==> src/rtl/hv_adc_avg.sv <==
// ADC sample averager: synchronizes the analog conversion-done level, accumulates a
// window of 1/2/4/8 samples and emits the truncated mean with a one-cycle strobe.
module hv_adc_avg #(
  parameter int SYNC_STAGES = 2,
  parameter int TMO_CYC     = 1023
) (
  input  logic       i_clk,
  input  logic       i_rst_n,
  input  logic       i_avg_en,
  input  logic [1:0] i_avg_sel,
  input  logic [9:0] i_adc_data,
  input  logic       i_adc_ready,
  input  logic       i_tmo_clr,
  output logic [9:0] o_adc_data,
  output logic       o_adc_ready,
  output logic       o_adc_tmo
);

  localparam int TMO_W = $clog2(TMO_CYC + 1);

  typedef enum logic [1:0] {
    IDLE = 2'd0,
    ACC  = 2'd1,
    DONE = 2'd2
  } state_t;

  state_t state, state_nx;

  logic [SYNC_STAGES-1:0] sync_p0;
  logic                   rdy_prev_p1;
  logic                   smp_evt;

  logic [1:0]       win_sel;
  logic [3:0]       win_n;
  logic [12:0]      acc;
  logic [2:0]       cnt;
  logic [TMO_W-1:0] tmo_cnt;

  logic start_win;
  logic acc_add;
  logic last_smp;
  logic tmo_hit;

  // Window mean: divide by the power-of-two window size, dropping the fraction.
  function automatic logic [9:0] avg_trunc(input logic [12:0] sum, input logic [1:0] sh);
    return 10'(sum >> sh);
  endfunction

  // Stage p0: metastability chain; p1: previous synced level for rise detection.
  // Kept running while disabled so a level already high at re-enable is not an edge.
  always_ff @(posedge i_clk) begin
    if (!i_rst_n) begin
      sync_p0     <= '0;
      rdy_prev_p1 <= 1'b0;
    end else begin
      sync_p0     <= {sync_p0[SYNC_STAGES-2:0], i_adc_ready};
      rdy_prev_p1 <= sync_p0[SYNC_STAGES-1];
    end
  end

  assign smp_evt = sync_p0[SYNC_STAGES-1] & ~rdy_prev_p1;

  assign win_n     = 4'd1 << win_sel;
  assign start_win = i_avg_en && smp_evt && (state == IDLE || state == DONE);
  assign acc_add   = i_avg_en && smp_evt && (state == ACC);
  assign last_smp  = acc_add && (({1'b0, cnt} + 4'd1) == win_n);
  assign tmo_hit   = i_avg_en && (state == ACC) && !smp_evt &&
                     (tmo_cnt == TMO_W'(TMO_CYC - 1));

  always_ff @(posedge i_clk) begin
    if (!i_rst_n) begin
      state <= IDLE;
    end else begin
      state <= state_nx;
    end
  end

  always_comb begin
    state_nx = state;
    if (!i_avg_en) begin
      state_nx = IDLE;
    end else begin
      case (state)
        IDLE: begin
          if (smp_evt) state_nx = (i_avg_sel == 2'd0) ? DONE : ACC;
        end
        ACC: begin
          if (last_smp)     state_nx = DONE;
          else if (tmo_hit) state_nx = IDLE;
        end
        DONE: begin
          // A new sample in the output cycle opens the next window immediately.
          if (smp_evt) state_nx = (i_avg_sel == 2'd0) ? DONE : ACC;
          else         state_nx = IDLE;
        end
        default: state_nx = IDLE;
      endcase
    end
  end

  // Stage p2: accumulate samples and timeout tracking.
  always_ff @(posedge i_clk) begin
    if (!i_rst_n) begin
      win_sel <= 2'd0;
      acc     <= '0;
      cnt     <= '0;
      tmo_cnt <= '0;
    end else if (!i_avg_en) begin
      acc     <= '0;
      cnt     <= '0;
      tmo_cnt <= '0;
    end else if (start_win) begin
      win_sel <= i_avg_sel;
      acc     <= {3'b000, i_adc_data};
      cnt     <= 3'd1;
      tmo_cnt <= '0;
    end else if (acc_add) begin
      acc     <= acc + {3'b000, i_adc_data};
      cnt     <= cnt + 3'd1;
      tmo_cnt <= '0;
    end else if (tmo_hit) begin
      acc     <= '0;
      cnt     <= '0;
      tmo_cnt <= '0;
    end else if (state == ACC) begin
      tmo_cnt <= tmo_cnt + TMO_W'(1);
    end
  end

  // Output stage: result and strobe registered out of the DONE cycle.
  always_ff @(posedge i_clk) begin
    if (!i_rst_n) begin
      o_adc_data  <= 10'h000;
      o_adc_ready <= 1'b0;
      o_adc_tmo   <= 1'b0;
    end else begin
      o_adc_ready <= 1'b0;
      if (i_avg_en && state == DONE) begin
        o_adc_data  <= avg_trunc(acc, win_sel);
        o_adc_ready <= ~o_adc_ready;
      end
      if (tmo_hit)        o_adc_tmo <= 1'b1;
      else if (i_tmo_clr) o_adc_tmo <= 1'b0;
    end
  end

endmodule
==> config.mk <==
export PLATFORM = sky130hd
export DESIGN_NAME = hv_adc_avg
export DESIGN_NICKNAME = d
export VERILOG_FILES = /design/src/rtl/hv_adc_avg.sv
export SDC_FILE = /design/constraint.sdc
export NUM_CORES = 1
export LEC_CHECK = 0
export CORE_MARGIN = 1.5
export CORE_UTILIZATION = 36
export CTS_CLUSTER_SIZE = 14
export DETAILED_ROUTE_END_ITERATION = 7
export GPL_TIMING_DRIVEN = 0
export PLACE_DENSITY = 0.64
export SLEW_MARGIN = 20
export SYNTH_ARGS = -nofsm -noshare
export SYNTH_HDL_FRONTEND = slang
export SYNTH_SLANG_ARGS = --single-unit
==> constraint.sdc <==
create_clock -name i_clk -period 3.66 [get_ports i_clk]
set_input_delay 0.366 -clock i_clk [delete_from_list [all_inputs] [get_ports i_clk]]
set_output_delay 0.366 -clock i_clk [all_outputs]
set_load 0.005 [all_outputs]
==> reports/qor.csv <==
stage,metric,value,unit
run_status,status,"finished, final reports clean",
critical_path,worstPathRequired,3.87,ns
yosys,ys_seq_area_frac,0.3369,
cts,cts_buffer_depth,2,
drt,viasPerCell,5.356,
yosys,synth_ff_type,dfxtp_1,
sta,maxSlewViolCount,0,
global_routing,grt_use_total,0.1671,
cts,clk_pin_slew,0.09,ns
drt,via_count,2271,
critical_path,arrival,2.49,ns
drt,wire_per_inst,14.81,um
sta,fin_crit_sh,0.6222,
yosys,async_flop_share,0,
yosys,postSynthCellCount,289,
cells_and_area,final_core_util,0.4400,
global_routing,top_usage_layer,met2,
placed_design,placed_cell_area,3078,sq um
cts,cts_resized,0,
drt,first_iter_violations,117,
placed_design,dpl.hpwl,4.736,mm
yosys,synth_edf_count,0,
sta,fin_crit,2.277,ns
yosys,mappedNetlistArea,2674,sq um
critical_path,crit_type,input port to register,
cts,worst_skew_pair.late_latency,0.31,ns
cells_and_area,area_growth,18.72,%
critical_path,crit_path_max_fanout,10,
floorplan,initial_core_util,0.3706,
critical_path,timing.rr.start,acc[0],
power_and_ir_drop,p_total,912.2,uW
global_routing,grt_max_degree,15,
cells_and_area,final_area,3174,sq um
critical_path,reg2reg_to,acc[12],
critical_path,cp-start-kind,input port,
cts,root_buffer,clkbuf_8,
cts,cts_tree,done,
drt,drt_drc_violations_left,0,
global_routing,grt_antenna_before_repair,0,
floorplan,dieArea,7953,sq um
sta,tightest_slew,0.6829,ns
cells_and_area,drive_gt1_frac,0.07692,
sta,layout_setup_ws,1.383,ns
cts,h-tree-depth,2,
sta,setup_tns,0,ns
power_and_ir_drop,vdd_drop_max,0.1406,mV
floorplan,fp.dieW,89.18,um
floorplan,die_h,89.18,um
global_routing,grt_overflow,0,
sta,setup_viol,0,
sta,finalHoldViolations,0,
cts,ctsHoldBuffers,0,
global_routing,grt_pass1_vias,2124,
power_and_ir_drop,power.leakage,1.185,nW
critical_path,end_kind,register,
global_routing,grt_use_met3,0.03047,
cells_and_area,fillers,716,
worst_hold_path,hp-class,register to register,
placed_design,gp_congestion,0.8356,
yosys,ys_types,51,
cts,cts_buffers,5,
drt,wl,6.278,mm
critical_path,endpoint,acc[6],
sta,skew,0.01269,ns
sta,clock.fmax,0.4391,GHz
cts,postCtsSetupRepairBufs,0,
cells_and_area,nets,355,
placed_design,dp_slack,1.090,ns
global_routing,grt_first_pass_wirelength,10.23,mm
yosys,syn_area_per_cell,9.252,sq um
cells_and_area,n_antenna_cell,0,
sta,rsz0062_at_grt,false,
critical_path,setup.worst_path.start,i_avg_en,
placed_design,port_buffers,28,
floorplan,num_io_pins,29,
critical_path,r2r_cells,8,
sta,slew_headroom,0.5437,
drt,ant_nets,0,
yosys,synth_warnings,0,
yosys,syn_nets,320,
critical_path,r2r_slack,1.57,ns
global_routing,grt_use_met1,0.2271,
cts,clock-sinks,45,
flow_run,cap_violations,0,
power_and_ir_drop,p_per_area,287.4,nW/um^2
global_routing,grt_use_met2,0.2707,
floorplan,rows,31,
yosys,synth.ff_latch_count,45,
floorplan,core_area,7214,sq um
drt,drtPass1Iterations,4,
## flip-flops by register name, summed over array words and instances, names as in the netlist
register and cells:
acc 13, o_adc_data 10, tmo_cnt 10, cnt 3, state 2, sync_p0 2
win_sel 2, o_adc_ready 1, o_adc_tmo 1, rdy_prev_p1 1
## synth_stat cells (5+ instances only)
master,n,area [sq um]
a21oi_1,10,50.05
and2_1,5,31.28
clkbuf_1,7,26.28
dfxtp_1,45,900.9
ha_1,13,162.7
inv_1,7,26.28
mux2i_1,15,150.1
mux4_2,10,225.2
nand2_1,17,63.81
nand3_1,11,55.05
nand4_1,7,43.79
nor2_1,27,101.4
nor2b_1,16,100.1
nor3_1,8,40.04
o21ai_0,10,50.05
xor2_1,9,78.83
## final cells by class
cell class	instances	area (sq um)	area share
multi-input cells	224	1685	0.5309
flip-flops and latches	45	900.9	0.2838
repair buffers	28	280.3	0.08829
well taps	99	123.9	0.03902
clock buffers	6	82.58	0.02602
plain buffers	13	61.31	0.01931
inverters	7	26.28	0.008278
clock inverters	2	13.76	0.004336
## worst min-delay path by stage
stage                            from          end  cells after the start
after floorplan            sync_p0[0]   sync_p0[1]                      1
after global placement    o_adc_ready  o_adc_ready                      1
after detailed placement  o_adc_ready  o_adc_ready                      1
after CTS                 o_adc_ready  o_adc_ready                      1
after global routing      o_adc_ready  o_adc_ready                      1
final                     o_adc_ready  o_adc_ready                      1
## stage by stage
stage          hold slack, ns  instances
2_1_floorplan          0.4119        289
3_3_place_gp           0.4062        416
3_5_place_dp           0.4119        416
4_1_cts                0.4243        424
5_1_grt                0.4342        424
6_report               0.4195        424
## placed cells by master (no fill, tap or decap), types with 3 or more instances in the layout
cell type and n:
a211oi_1 4, a21o_1 4, a21oi_1 10, a222oi_1 4, a22oi_1 4, and2_1 5
and3_1 4, buf_2 4, clkbuf_1 7, clkbuf_8 6, clkdlybuf4s50_1 28, dfxtp_1 45
ha_1 13, inv_1 7, mux2i_1 15, mux4_2 10, nand2_1 17, nand3_1 11
nand3b_1 3, nand4_1 7, nor2_1 27, nor2b_1 16, nor3_1 8, nor3b_1 3
o211ai_1 4, o21a_1 3, o21ai_0 10, o31ai_1 3, xnor2_1 4, xor2_1 9
## cells by family after synthesis
logic type               synth area share
AND/OR/NAND/NOR                    0.2181
adder cells (fa/ha/maj)           0.06832
XOR/XNOR                          0.04258
AO/OA/AOI/OAI                      0.1610
multiplexers                       0.1404
buffers and inverters             0.03276
flip-flops                         0.3369
## per-layer routing
metal	up-vias	part of all wire
met1	1067	0.47
met3	7	0.043
li1	1154	-
met4	0	0.016
met2	43	0.47
met5	-	0
## report_power, final
| part | switching (mW) | total (mW) | internal, mW |
|---|---|---|---|
| combinational | 0.0427 | 0.0828 | 0.0401 |
| sequential | 0.00325 | 0.496 | 0.493 |
| clock | 0.180 | 0.334 | 0.153 |
## critical path: stages
cell,delay (ns)
clkdlybuf4s50_1,0.64
nor3b_1,0.62
clkbuf_1,0.52
nand2_1,0.11
a21o_1,0.17
o31ai_1,0.06
(Power assumes the default switching activity.)
